### src/rtl/sram_like_arbiter_if.sv
// One sram-like port: the requester drives req/wr/size/addr/wdata, the responder returns rdata/addr_ok/data_ok.
interface sram_like_arbiter_if;
  logic        req;
  logic        wr;
  logic [1:0]  size;
  logic [31:0] addr;
  logic [31:0] wdata;
  logic [31:0] rdata;
  logic        addr_ok;
  logic        data_ok;

  modport master (output req, wr, size, addr, wdata, input rdata, addr_ok, data_ok);
  modport slave  (input req, wr, size, addr, wdata, output rdata, addr_ok, data_ok);
endinterface

### src/rtl/sram_like_arbiter.sv
// Merges the core's inst and data sram-like ports onto one memory port, returning completions in order.
// Define SRAM_ARB_RR_EN for round-robin arbitration; the default build is fixed data-over-inst priority.
module sram_like_arbiter #(
  parameter int OUTSTANDING = 2
) (
  input  logic                 clk,
  input  logic                 resetn,
  sram_like_arbiter_if.slave   i_inst,
  sram_like_arbiter_if.slave   i_data,
  sram_like_arbiter_if.master  o_mem
);

  localparam int CW = $clog2(OUTSTANDING + 1);
  localparam int PW = (OUTSTANDING > 1) ? $clog2(OUTSTANDING) : 1;
  localparam logic [CW-1:0] CNT_MAX  = CW'(OUTSTANDING);
  localparam logic [PW-1:0] PTR_LAST = PW'(OUTSTANDING - 1);

  // state   | meaning
  // ST_FREE | no address phase pending, grant chosen by priority each cycle
  // ST_HOLD | mem_req stalled by mem_addr_ok=0, grant frozen on r_lock_id
  localparam logic [0:0] ST_FREE = 1'b0;
  localparam logic [0:0] ST_HOLD = 1'b1;

  logic [0:0]             r_state;
  logic                   r_lock_id;
  logic [OUTSTANDING-1:0] r_fifo;
  logic [PW-1:0]          r_wr_ptr;
  logic [PW-1:0]          r_rd_ptr;
  logic [CW-1:0]          r_count;

  logic w_pref;
  logic w_sel;
  logic w_src_req;
  logic w_not_full;
  logic w_mem_req;
  logic w_accept;
  logic w_pop;
  logic w_head;

  function automatic logic [PW-1:0] f_next(input logic [PW-1:0] p);
    return (p == PTR_LAST) ? '0 : p + 1'b1;
  endfunction

`ifdef SRAM_ARB_RR_EN
  logic r_last;

  // Whichever port lost the last accept is preferred; reset value favours data.
  assign w_pref = ~r_last;

  always_ff @(posedge clk) begin
    if (!resetn) begin
      r_last <= 1'b0;
    end else if (w_accept) begin
      r_last <= w_sel;
    end
  end
`else
  assign w_pref = 1'b1;
`endif

  always_comb begin
    w_sel = 1'b0;
    if (r_state == ST_HOLD) begin
      w_sel = r_lock_id;
    end else if (i_data.req && i_inst.req) begin
      w_sel = w_pref;
    end else begin
      w_sel = i_data.req;
    end
  end

  assign w_src_req  = w_sel ? i_data.req : i_inst.req;
  assign w_not_full = (r_count < CNT_MAX);
  assign w_mem_req  = resetn & w_src_req & w_not_full;
  assign w_accept   = w_mem_req & o_mem.addr_ok;
  assign w_head     = r_fifo[r_rd_ptr];
  assign w_pop      = resetn & o_mem.data_ok & (r_count != '0);

  assign o_mem.req   = w_mem_req;
  assign o_mem.wr    = w_sel ? i_data.wr    : i_inst.wr;
  assign o_mem.size  = w_sel ? i_data.size  : i_inst.size;
  assign o_mem.addr  = w_sel ? i_data.addr  : i_inst.addr;
  assign o_mem.wdata = w_sel ? i_data.wdata : i_inst.wdata;

  assign i_inst.addr_ok = w_accept & ~w_sel;
  assign i_data.addr_ok = w_accept &  w_sel;
  assign i_inst.data_ok = w_pop & ~w_head;
  assign i_data.data_ok = w_pop &  w_head;
  assign i_inst.rdata   = o_mem.rdata;
  assign i_data.rdata   = o_mem.rdata;

  always_ff @(posedge clk) begin
    if (!resetn) begin
      r_state   <= ST_FREE;
      r_lock_id <= 1'b0;
      r_wr_ptr  <= '0;
      r_rd_ptr  <= '0;
      r_count   <= '0;
    end else begin
      if (r_state == ST_FREE) begin
        if (w_mem_req && !o_mem.addr_ok) begin
          r_state   <= ST_HOLD;
          r_lock_id <= w_sel;
        end
      end else if (w_accept) begin
        r_state <= ST_FREE;
      end

      if (w_accept) begin
        r_wr_ptr <= f_next(r_wr_ptr);
      end
      if (w_pop) begin
        r_rd_ptr <= f_next(r_rd_ptr);
      end
      if (w_accept && !w_pop) begin
        r_count <= r_count + 1'b1;
      end else if (!w_accept && w_pop) begin
        r_count <= r_count - 1'b1;
      end
    end
  end

  // ID storage needs no reset: entries are only read once counted.
  always_ff @(posedge clk) begin
    if (w_accept) begin
      r_fifo[r_wr_ptr] <= w_sel;
    end
  end

endmodule

### src/flat_wrapper.sv
// flat-port wrapper written by rule: the top's interface ports become plain ports
module sram_like_arbiter_flat 
#(
  parameter int OUTSTANDING = 2
)
  (clk, resetn, i_inst_req, i_inst_wr, i_inst_size, i_inst_addr, i_inst_wdata, i_inst_rdata, i_inst_addr_ok, i_inst_data_ok, i_data_req, i_data_wr, i_data_size, i_data_addr, i_data_wdata, i_data_rdata, i_data_addr_ok, i_data_data_ok, o_mem_req, o_mem_wr, o_mem_size, o_mem_addr, o_mem_wdata, o_mem_rdata, o_mem_addr_ok, o_mem_data_ok);
  sram_like_arbiter_if i_inst_i ();
  sram_like_arbiter_if i_data_i ();
  sram_like_arbiter_if o_mem_i ();
  input  logic clk;
  input  logic resetn;
  input wire logic [$bits(i_inst_i.req)-1:0] i_inst_req;
  input wire logic [$bits(i_inst_i.wr)-1:0] i_inst_wr;
  input wire logic [$bits(i_inst_i.size)-1:0] i_inst_size;
  input wire logic [$bits(i_inst_i.addr)-1:0] i_inst_addr;
  input wire logic [$bits(i_inst_i.wdata)-1:0] i_inst_wdata;
  output wire logic [$bits(i_inst_i.rdata)-1:0] i_inst_rdata;
  output wire logic [$bits(i_inst_i.addr_ok)-1:0] i_inst_addr_ok;
  output wire logic [$bits(i_inst_i.data_ok)-1:0] i_inst_data_ok;
  input wire logic [$bits(i_data_i.req)-1:0] i_data_req;
  input wire logic [$bits(i_data_i.wr)-1:0] i_data_wr;
  input wire logic [$bits(i_data_i.size)-1:0] i_data_size;
  input wire logic [$bits(i_data_i.addr)-1:0] i_data_addr;
  input wire logic [$bits(i_data_i.wdata)-1:0] i_data_wdata;
  output wire logic [$bits(i_data_i.rdata)-1:0] i_data_rdata;
  output wire logic [$bits(i_data_i.addr_ok)-1:0] i_data_addr_ok;
  output wire logic [$bits(i_data_i.data_ok)-1:0] i_data_data_ok;
  output wire logic [$bits(o_mem_i.req)-1:0] o_mem_req;
  output wire logic [$bits(o_mem_i.wr)-1:0] o_mem_wr;
  output wire logic [$bits(o_mem_i.size)-1:0] o_mem_size;
  output wire logic [$bits(o_mem_i.addr)-1:0] o_mem_addr;
  output wire logic [$bits(o_mem_i.wdata)-1:0] o_mem_wdata;
  input wire logic [$bits(o_mem_i.rdata)-1:0] o_mem_rdata;
  input wire logic [$bits(o_mem_i.addr_ok)-1:0] o_mem_addr_ok;
  input wire logic [$bits(o_mem_i.data_ok)-1:0] o_mem_data_ok;
  assign i_inst_i.req = i_inst_req;
  assign i_inst_i.wr = i_inst_wr;
  assign i_inst_i.size = i_inst_size;
  assign i_inst_i.addr = i_inst_addr;
  assign i_inst_i.wdata = i_inst_wdata;
  assign i_inst_rdata = i_inst_i.rdata;
  assign i_inst_addr_ok = i_inst_i.addr_ok;
  assign i_inst_data_ok = i_inst_i.data_ok;
  assign i_data_i.req = i_data_req;
  assign i_data_i.wr = i_data_wr;
  assign i_data_i.size = i_data_size;
  assign i_data_i.addr = i_data_addr;
  assign i_data_i.wdata = i_data_wdata;
  assign i_data_rdata = i_data_i.rdata;
  assign i_data_addr_ok = i_data_i.addr_ok;
  assign i_data_data_ok = i_data_i.data_ok;
  assign o_mem_req = o_mem_i.req;
  assign o_mem_wr = o_mem_i.wr;
  assign o_mem_size = o_mem_i.size;
  assign o_mem_addr = o_mem_i.addr;
  assign o_mem_wdata = o_mem_i.wdata;
  assign o_mem_i.rdata = o_mem_rdata;
  assign o_mem_i.addr_ok = o_mem_addr_ok;
  assign o_mem_i.data_ok = o_mem_data_ok;
  sram_like_arbiter #(.OUTSTANDING(OUTSTANDING)) u_core (.clk(clk), .resetn(resetn), .i_inst(i_inst_i), .i_data(i_data_i), .o_mem(o_mem_i));
endmodule
### config.mk
export PLATFORM = sky130hd
export DESIGN_NAME = sram_like_arbiter_flat
export DESIGN_NICKNAME = d
export VERILOG_FILES = /design/src/rtl/sram_like_arbiter_if.sv /design/src/rtl/sram_like_arbiter.sv /design/src/flat_wrapper.sv
export SDC_FILE = /design/constraint.sdc
export NUM_CORES = 1
export LEC_CHECK = 0
export ABC_CLOCK_PERIOD_IN_PS = 2500
export BUFFER_PORTS_ARGS = -buffer_cell sky130_fd_sc_hd__buf_4
export CAP_MARGIN = 20
export CORE_AREA = 4 4 119 121
export CTS_CLUSTER_SIZE = 24
export DETAILED_ROUTE_END_ITERATION = 16
export DIE_AREA = 0 0 123 125
export PLACE_DENSITY = 0.54
export SLEW_MARGIN = 30
export SYNTH_ARGS = -nofsm -noshare
export SYNTH_HDL_FRONTEND = slang
export SYNTH_SLANG_ARGS = --single-unit
### constraint.sdc
create_clock -name clk -period 2.5 [get_ports clk]
set_input_delay 0.125 -clock clk [delete_from_list [all_inputs] [get_ports clk]]
set_output_delay 0.125 -clock clk [all_outputs]
set_load 0.1 [all_outputs]
==> results of run 1 <==
[cells in the mapped netlist]
library cell | count | area (µm²)
sky130_fd_sc_hd__buf_4 | 65 | 488.0
sky130_fd_sc_hd__mux2_2 | 59 | 664.4
sky130_fd_sc_hd__mux2_1 | 8 | 90.09
sky130_fd_sc_hd__buf_2 | 6 | 30.03
sky130_fd_sc_hd__dfxtp_1 | 6 | 120.1
sky130_fd_sc_hd__mux2i_1 | 4 | 40.04
sky130_fd_sc_hd__nor2_1 | 4 | 15.01
sky130_fd_sc_hd__and2_1 | 3 | 18.77
sky130_fd_sc_hd__inv_1 | 3 | 11.26
sky130_fd_sc_hd__xor2_1 | 3 | 26.28
sky130_fd_sc_hd__a21oi_1 | 2 | 10.01
sky130_fd_sc_hd__edfxtp_1 | 2 | 60.06
sky130_fd_sc_hd__nor2b_1 | 2 | 12.51
sky130_fd_sc_hd__a2111oi_4 | 1 | 27.53
sky130_fd_sc_hd__a211oi_1 | 1 | 7.510
sky130_fd_sc_hd__ha_1 | 1 | 12.51
sky130_fd_sc_hd__nand2_1 | 1 | 3.750
sky130_fd_sc_hd__nand2b_1 | 1 | 6.260
sky130_fd_sc_hd__nor3_1 | 1 | 5.000
sky130_fd_sc_hd__o211ai_1 | 1 | 7.510
sky130_fd_sc_hd__o21ai_0 | 1 | 5.000
sky130_fd_sc_hd__o21ba_2 | 1 | 10.01
sky130_fd_sc_hd__o41ai_1 | 1 | 8.760
sky130_fd_sc_hd__or3_1 | 1 | 6.260
sky130_fd_sc_hd__or4b_2 | 1 | 10.01
[metal layers]
metal / track usage (%) / up-vias / wire length, µm
met5: 0 / - / 0
met4: 2.997 / 0 / 114
met3: 3.071 / 9 / 775
met2: 16.60 / 137 / 4047
met1: 11.34 / 789 / 3009
li1: - / 849 / -
[path summary, 6_finish.rpt]
check / from / endpoint / cells after the start
hold reg to reg: u_core.r_wr_ptr / u_core.r_wr_ptr / 1
setup reg to reg: u_core.r_lock_id / u_core.r_count[1] / 5
setup / recovery: register / o_mem_wdata[4] / 4
hold / removal: resetn / u_core.r_wr_ptr / 3
[tightest hold or removal path, cell delays in order]
cell and delay (ns):
sky130_fd_sc_hd__buf_4 0.12, sky130_fd_sc_hd__nand2_1 0.06, sky130_fd_sc_hd__mux2i_1 0.05
[power breakdown]
group          total, mW  internal (mW)  switching [mW]
Sequential         0.165          0.149          0.0162
Combinational       1.51          0.435            1.08
Clock              0.283          0.213          0.0704
Total               1.96          0.798            1.16
[through the flow]
| step | hold slack, ns | power, mW |
|---|---|---|
| 2_1_floorplan | 0.2709 | 1.782 |
| 3_3_place_gp | 0.2510 | 1.679 |
| 3_5_place_dp | 0.2510 | 1.687 |
| 4_1_cts | 0.1764 | 1.978 |
| 5_1_grt | 0.1941 | 2.025 |
| 6_report | 0.1760 | 1.960 |
[logic make-up (layout without fill, tap and decap cells)]
family | count (synthesis) | count (layout) | synth area share (%)
flops | 8 | 8 | 10.62
compound gates | 8 | 8 | 4.499
xor+xnor | 3 | 3 | 1.549
mux | 71 | 71 | 46.83
simple gates | 14 | 14 | 4.572
buf+inv | 74 | 221 | 31.19
fa+ha+maj | 1 | 1 | 0.7373
[area by class of cell]
| type | count | area, µm² | share of cell area [%] |
|---|---|---|---|
| inverters | 3 | 11.26 | 0.3616 |
| multi-input cells | 97 | 1005 | 32.26 |
| repair buffers | 214 | 1619 | 51.99 |
| flip-flops and latches | 8 | 180.2 | 5.785 |
| clock buffers | 4 | 78.83 | 2.531 |
| well taps | 176 | 220.2 | 7.071 |
==> metrics.csv, run 1 <==
metric,value,unit
peak_ir_drop_on_the_vdd_network,228.1,µV
powerDensity,629.2,nW/µm²
ctsResizeCount,0,
min-delay-path-class,input port to register,
timing_max_transition_violations_final,0,
layout.cells.most_common,sky130_fd_sc_hd__buf_4,
cts_num_sinks,8,
synth_cell_types,25,
post-route-min-period,2.222,ns
drt_iter0_drc,28,
postSynthNetCount,352,
cp_common_cell,sky130_fd_sc_hd__buf_4,
syn_area,1697,µm²
detailedPlace.worstSlack,0.5342,ns
port-buffer-count,211,
wire_per_inst,15.83,µm
setup_viol_count_final,0,
place_congestion,0.8362,
slowest_delay,0.50,ns
final_period_utilization,88.89,%
grt_start_max_net_pins,41,
placementRows,42,
hold_viol,0,
finalSetupTns,0,ns
wirelength,7948,µm
die_area,15380,µm²
syn-mean-instance-area,9.478,µm²
grt_setup_unrepaired,no,
reg2reg_slack,0.60,ns
critical_path.cell_chain,mux2i_4 -> buf_4 -> mux2_2 -> buf_4,
remaining_drc_errors,0,
synthToLayoutAreaGrowth,83.55,%
overflow,0,
slowest_stage,sky130_fd_sc_hd__dfxtp_1,
clk_latency,0.24,ns
cp_top_delay_family,multiplexers,
synth-warning-count,0,
clock_tree.htree_level_count,1,
ant_nets,0,
antenna_cells_inserted,0,
cts_buffer_depth,2,
final_cell_mix,"213 x sky130_fd_sc_hd__buf_4, 59 x sky130_fd_sc_hd__mux2_2, 8 x sky130_fd_sc_hd__mux2_1",
cts_tree,done,
max-cap-violations,0,
cp-end-kind,output port,
max_freq,0.4500,GHz
final_cell_area,3114,µm²
cellLeakagePower,1.503,nW
final_standard_cell_count_with_taps_included_and_fillers_excluded,502,
filler_cell_count,1434,
die_w,123,µm
setup.worst_path.start_class,register,
worst_slack,0.2777,ns
grt_antenna_before_repair,0,
dp.cells,498,
core,13090,µm²
skew,0.001941,ns
routed-via-count,1784,
worst_slew_pin_slew,0.3939,ns
postSynthRegisterBits,8,
place.detailed.hpwl,7098,µm
cts.hold.buffers_added,0,
critPathBufInv,2,
post-route-util,23.80,%
initial_core_util,12.97,%
cts_root_buffer,sky130_fd_sc_hd__clkbuf_16,
cp_data_required_time,2.38,ns
die_h,125,µm
timing_worst_setup_path_type,register to output port,
final_net_count,500,
synth_sequential_area_ratio,10.62,%
first_global_vias,1955,
detailedRoute.firstPassIterationCount,4,
placement.cell_area,3035,µm²
cp.arrival,2.10,ns
drive_gt1_share,86.20,%
clock_transition_at_the_register_clock_pins_on_the_worst_setup_and_hold_paths_after_cts,0.04,ns
worstPathMaxFanout,29,
status,"finished, final reports clean",
ios,308,
timing.slew.headroom,73.64,%
vias_per_cell,3.554,
post_synth_inst_count,179,
grt_pass1_wl,11450,µm
tritoncts.num_buffers,3,
post_cts_buffers,0,
global_router_s_overall_resource_usage,9.654,%
No activity file was read; power rests on OpenSTA's default activity.
==> inputs of run 2 (changes only) <==
- ABC_CLOCK_PERIOD_IN_PS: 2500 -> 2040
- CORE_AREA: 4 4 119 121 -> 4 4 118 120
- DIE_AREA: 0 0 123 125 -> 0 0 122 124
- PLACE_DENSITY: 0.54 -> 0.57
- clock period: 2.5 -> 2.04 ns (I/O delays scaled with it)
==> run 2 against run 1 <==
  * Cell area is 0.84% higher
  * Via count unchanged
  * Core utilization increased by 0.40 points
  * Worst hold slack got worse by 0.017 ns
  * Clock power up 19%
  * Critical path depth did not move
  * Register-to-register slack worse by 0.41 ns
  * Sequential cell count unchanged
  * Critical endpoint is now o_mem_addr[21]
  * Critical path type unchanged
  * Cell count unchanged
==> metrics.csv, run 2 (synthesized netlist as in run 1, its figures left out) <==
metric,value,unit,change
status,"finished, final reports clean",,
seqCellArea,181.4,µm²,+0.69%
cts_buffer_depth,2,,unchanged
antenna_cells_inserted,0,,unchanged
switchingPower,1.402,mW,+21%
max_freq,0.5073,GHz,
timing.slew.headroom,72.31,%,-1.3 points
ant_nets,0,,unchanged
overflow,0,,unchanged
fin_total_pwr,2.386,mW,+22%
min-delay-path-class,input port to register,,
initial_core_util,13.07,%,+0.10 points
groute.layer.met1.usage,8.324,%,-3.0 points
die_h,124,µm,-0.80%
grt_antenna_before_repair,0,,unchanged
clk_latency,0.23,ns,about the same
skew,0.001406,ns,-0.0005351 ns
final_cell_mix,"210 x sky130_fd_sc_hd__buf_4, 59 x sky130_fd_sc_hd__mux2_2, 8 x sky130_fd_sc_hd__mux2_1",,
detailedRoute.firstPassIterationCount,3,,-1
cts_num_sinks,8,,unchanged
worst_slew_pin_slew,0.4138,ns,+0.01995 ns
ios,308,,unchanged
place.detailed.hpwl,6279,µm,-12%
post_cts_buffers,0,,unchanged
timing_worst_setup_path_type,register to output port,,
setup_viol_count_final,0,,unchanged
wire_per_inst,13.92,µm,-12%
gr-usage-met3,2.316,%,-0.76 points
final_cell_area,3141,µm²,+0.84%
cp.arrival,1.87,ns,-0.23 ns
grt_setup_unrepaired,no,,
tritoncts.num_buffers,3,,unchanged
vias_per_cell,3.554,,unchanged
grt_pass1_wl,9377,µm,-18%
cp_top_delay_family,multiplexers,,
port-buffer-count,211,,unchanged
powerDensity,759.6,nW/µm²,+21%
routed-via-count,1784,,unchanged
clock_tree.htree_level_count,1,,unchanged
cellLeakagePower,1.512,nW,+0.62%
core,12980,µm²,-0.80%
cts_tree,done,,
timing_max_transition_violations_final,0,,unchanged
place_congestion,0.7564,,-9.5%
global_route.peak_usage_layer,met2,,
final_standard_cell_count_with_taps_included_and_fillers_excluded,502,,unchanged
multi_input_comb_area,1010,µm²,+0.50%
critical_path.cell_chain,mux2i_4 -> buf_12 -> mux2_2 -> buf_4,,
global_router_s_overall_resource_usage,7.844,%,-1.8 points
sequentialPowerShare,8.5,%,about the same
placement.cell_area,3049,µm²,+0.45%
cp-end-kind,output port,,
peak_ir_drop_on_the_vdd_network,247.6,µV,+8.5%
max-cap-violations,0,,unchanged
critPathBufInv,2,,unchanged
hold_viol,0,,unchanged
placementRows,42,,unchanged
worstPathMaxFanout,40,,+38%
met2_usage,14.43,%,-2.2 points
slowest_delay,0.42,ns,-0.08 ns
setup.worst_path.start_class,register,,
p_int,0.9840,mW,+23%
slowest_stage,sky130_fd_sc_hd__dfxtp_2,,
cts_root_buffer,sky130_fd_sc_hd__clkbuf_16,,
post-route-min-period,1.971,ns,
layout.cells.most_common,sky130_fd_sc_hd__buf_4,,
filler_cell_count,1416,,-1.3%
remaining_drc_errors,0,,unchanged
die_area,15130,µm²,-1.6%
final_net_count,500,,unchanged
drive_gt1_share,87.12,%,+0.92 points
first_global_vias,1764,,-9.8%
clock_transition_at_the_register_clock_pins_on_the_worst_setup_and_hold_paths_after_cts,0.04,ns,about the same
holdWs,0.1594,ns,-0.01654 ns
clock_power_share,14.1,%,-0.4 points
wirelength,6987,µm,-12%
power.share.switching,58.75,%,-0.54 points
final_period_utilization,96.62,%,
grt_start_max_net_pins,41,,unchanged
dp.cells,498,,unchanged
combPwrFrac,77.4,%,+0.3 points
drt_iter0_drc,24,,-14%
die_w,122,µm,-0.81%
cp_data_required_time,1.94,ns,-0.44 ns
synthToLayoutAreaGrowth,85.10,%,
finalSetupTns,0,ns,unchanged
[run 2: changes by cell type in the layout (fill, tap and decap cells not counted)]
cell | previous run | this run
sky130_fd_sc_hd__buf_12 | 1 | 2
sky130_fd_sc_hd__dfxtp_1 | 6 | 5
sky130_fd_sc_hd__buf_4 | 213 | 210
sky130_fd_sc_hd__dfxtp_2 | 0 | 1
sky130_fd_sc_hd__mux2i_1 | 3 | 2
sky130_fd_sc_hd__and2_1 | 3 | 2
sky130_fd_sc_hd__and2_2 | 0 | 1
sky130_fd_sc_hd__buf_6 | 0 | 2
sky130_fd_sc_hd__mux2i_2 | 0 | 1
[run 2: cell type report]
type | count | area share [%]
Timing Repair Buffer | 214 | 52.19
Clock buffer | 4 | 2.510
Sequential cell | 8 | 5.777
Inverter | 3 | 0.3586
Multi-Input combinational cell | 97 | 32.15
Tap cell | 176 | 7.012
[run 2: worst reg2reg max path: cells and delay by family (launching register included)]
kind,cells,cell delay (ns)
and+or+nand+nor,2,0.62
DFF,1,0.31
adders and majority gates,1,0.32
AOI/OAI and AO/OA,2,0.53
[run 2: per-layer routing]
metal  share of wire (%)  routed length [µm]
met3                  10                 725
met4                 3.1                 214
met2                  55                3812
met1                  32                2233
met5                   0                   0
[run 2: final timing paths]
kind / startpoint / to / slack (ns) / cells past startpoint
worst min register to register: u_core.r_wr_ptr / u_core.r_wr_ptr / 0.48 / 1
worst max-delay path: register / o_mem_addr[21] / 0.07 / 4
worst min-delay path: resetn / u_core.r_wr_ptr / 0.16 / 3
worst max register to register: u_core.r_count[1] / u_core.r_count[1] / 0.19 / 5
[run 2: power groups by stage]
stage	combinational (mW)	clock, mW	sequential [mW]
finish	1.85	0.336	0.203
global route	1.91	0.354	0.206
CTS	1.86	0.343	0.203
detailed placement	1.86	0	0.205
global placement	1.85	0	0.203
floorplan	1.99	0	0.199
[run 2: what timing repair did]
action                                  4_1_cts  5_1_grt
resized for setup                             1        3
hold buffers                                  0        0
endpoints found under the setup margin       51        3
[run 2: through the flow]
| stage | worst slack [ns] | utilization, % |
|---|---|---|
| after detailed placement | 0.1523 | 23.49 |
| after CTS | 0.06257 | 24.11 |
| final | 0.06889 | 24.20 |
| after global routing | 0.01950 | 24.20 |
| after global placement | 0.1684 | 23.49 |
| after floorplan | 0.01107 | - |
==> inputs of run 3 (changes only) <==
- RECOVER_POWER: default -> 50
==> run 3 against run 2 <==
  * Critical path type unchanged
  * Worst setup slack is the same
  * First-iteration DRC count unchanged
  * Sequential share of layout area about the same
  * Power barely moved
  * Register-to-register slack about the same
  * Clock-buffer cell count unchanged
  * Cell count is the same
  * Wire length about the same
  * Combinational power about the same
==> metrics.csv, run 3 (synthesized netlist as in run 1, its figures left out) <==
metric,value,unit,change
clk_latency,0.23,ns,about the same
cts_num_sinks,8,,unchanged
grt_start_max_net_pins,41,,unchanged
die_h,124,µm,unchanged
first_global_vias,1764,,unchanged
cts.hold.buffers_added,0,,unchanged
reg2reg_slack,0.19,ns,about the same
global_router_s_overall_resource_usage,7.844,%,unchanged
critical_path_depth,4,,unchanged
final_net_count,500,,unchanged
filler_cell_count,1416,,unchanged
initial_core_util,13.07,%,unchanged
layout.cells.most_common,sky130_fd_sc_hd__buf_4,,
placementRows,42,,unchanged
timing_max_transition_violations_final,0,,unchanged
post-route-min-period,1.971,ns,unchanged
clock_tree.htree_level_count,1,,unchanged
post_cts_buffers,0,,unchanged
die_w,122,µm,unchanged
cts_root_buffer,sky130_fd_sc_hd__clkbuf_16,,
cp_data_required_time,1.94,ns,about the same
max-cap-violations,0,,unchanged
reg2reg_capture_point,u_core.r_count[1],,
powerDensity,760.4,nW/µm²,+0.10%
cts_tree,done,,
worst_slack,0.06889,ns,unchanged
overflow,0,,unchanged
ant_nets,0,,unchanged
tritoncts.num_buffers,3,,unchanged
remaining_drc_errors,0,,unchanged
routed-via-count,1784,,unchanged
grt_pass1_wl,9377,µm,unchanged
ios,308,,unchanged
worstPathMaxFanout,40,,unchanged
r2r_start,u_core.r_count[1],,
slowest_stage,sky130_fd_sc_hd__dfxtp_2,,
synthToLayoutAreaGrowth,84.81,%,
final_period_utilization,96.62,%,unchanged
core,12980,µm²,unchanged
skew,0.001406,ns,unchanged
drt_iter0_drc,24,,unchanged
port-buffer-count,211,,unchanged
clock_transition_at_the_register_clock_pins_on_the_worst_setup_and_hold_paths_after_cts,0.04,ns,about the same
wirelength,6986,µm,about the same
final_cell_mix,"208 x sky130_fd_sc_hd__buf_4, 59 x sky130_fd_sc_hd__mux2_2, 8 x sky130_fd_sc_hd__mux2_1",,
grt_antenna_before_repair,0,,unchanged
setup.worst_path.start_class,register,,
place.detailed.hpwl,6279,µm,unchanged
place_congestion,0.7564,,unchanged
cp.arrival,1.87,ns,about the same
cellLeakagePower,1.510,nW,-0.11%
die_area,15130,µm²,unchanged
critical_path.cell_chain,mux2i_4 -> buf_12 -> mux2_2 -> buf_4,,
status,"finished, final reports clean",,
drive_gt1_share,87.12,%,unchanged
reg2regPathDepth,5,,unchanged
post-route-util,24.16,%,-0.039 points
vias_per_cell,3.554,,unchanged
setup_viol_count_final,0,,unchanged
cp_top_delay_family,multiplexers,,
min-delay-path-class,input port to register,,
grt_setup_unrepaired,no,,
peak_ir_drop_on_the_vdd_network,247.5,µV,about the same
worst_slew_pin_slew,0.5420,ns,+0.1281 ns
cp-end-kind,output port,,
timing_worst_setup_path_type,register to output port,,
finalSetupTns,0,ns,unchanged
detailedRoute.firstPassIterationCount,3,,unchanged
ctsResizeCount,1,,unchanged
wire_per_inst,13.92,µm,about the same
critPathBufInv,2,,unchanged
detailedPlace.worstSlack,0.1523,ns,unchanged
cts_buffer_depth,2,,unchanged
slowest_delay,0.42,ns,about the same
hold_viol,0,,unchanged
timing.slew.headroom,64.02,%,-8.3 points
max_freq,0.5073,GHz,unchanged
cp-endpoint,o_mem_addr[21],,
antenna_cells_inserted,0,,unchanged
-- run 3: worst min path at each step --
stage	depth (start not counted)	endpoint	start	slack, ns
floorplan	2	u_core.r_wr_ptr	resetn	0.25
global placement	0	i_inst_rdata[23]	o_mem_rdata[23]	0.20
detailed placement	0	i_inst_rdata[23]	o_mem_rdata[23]	0.20
CTS	3	u_core.r_wr_ptr	resetn	0.16
global route	3	u_core.r_wr_ptr	resetn	0.17
finish	3	u_core.r_wr_ptr	resetn	0.16
-- run 3: worst reg2reg max path: stages, from the launching register on --
cell and delay, ns:
sky130_fd_sc_hd__dfxtp_1 0.31, sky130_fd_sc_hd__nand2b_1 0.25, sky130_fd_sc_hd__a2111oi_4 0.39, sky130_fd_sc_hd__ha_1 0.32, sky130_fd_sc_hd__or3_1 0.37, sky130_fd_sc_hd__a21oi_1 0.14
-- run 3: stage by stage --
stage / cells / cell area, µm² / total power, mW / hold slack [ns]
after floorplan: 179 / 1703 / 2.185 / 0.2479
after global placement: 498 / 3049 / 2.051 / 0.2050
after detailed placement: 498 / 3049 / 2.062 / 0.2050
after CTS: 502 / 3129 / 2.407 / 0.1596
after global routing: 502 / 3136 / 2.469 / 0.1729
final: 502 / 3136 / 2.384 / 0.1594
-- run 3: final cells by class --
cell class | count | area, µm² | share of cell area [%]
well taps | 176 | 220.2 | 7.023
multi-input cells | 97 | 1010 | 32.20
flip-flops and latches | 8 | 181.4 | 5.786
clock buffers | 4 | 78.83 | 2.514
repair buffers | 214 | 1634 | 52.11
inverters | 3 | 11.26 | 0.3591
-- run 3: where the power goes --
part | internal, mW | switching (mW)
combinational | 0.539 | 1.31
clock | 0.260 | 0.0756
sequential | 0.183 | 0.0199
total | 0.983 | 1.40
-- run 3: layer usage --
metal / GRT usage, % / share of wire [%]
met1: 8.324 / 32
met2: 14.43 / 55
met3: 2.316 / 10
met4: 3.361 / 3.1
met5: 0 / 0
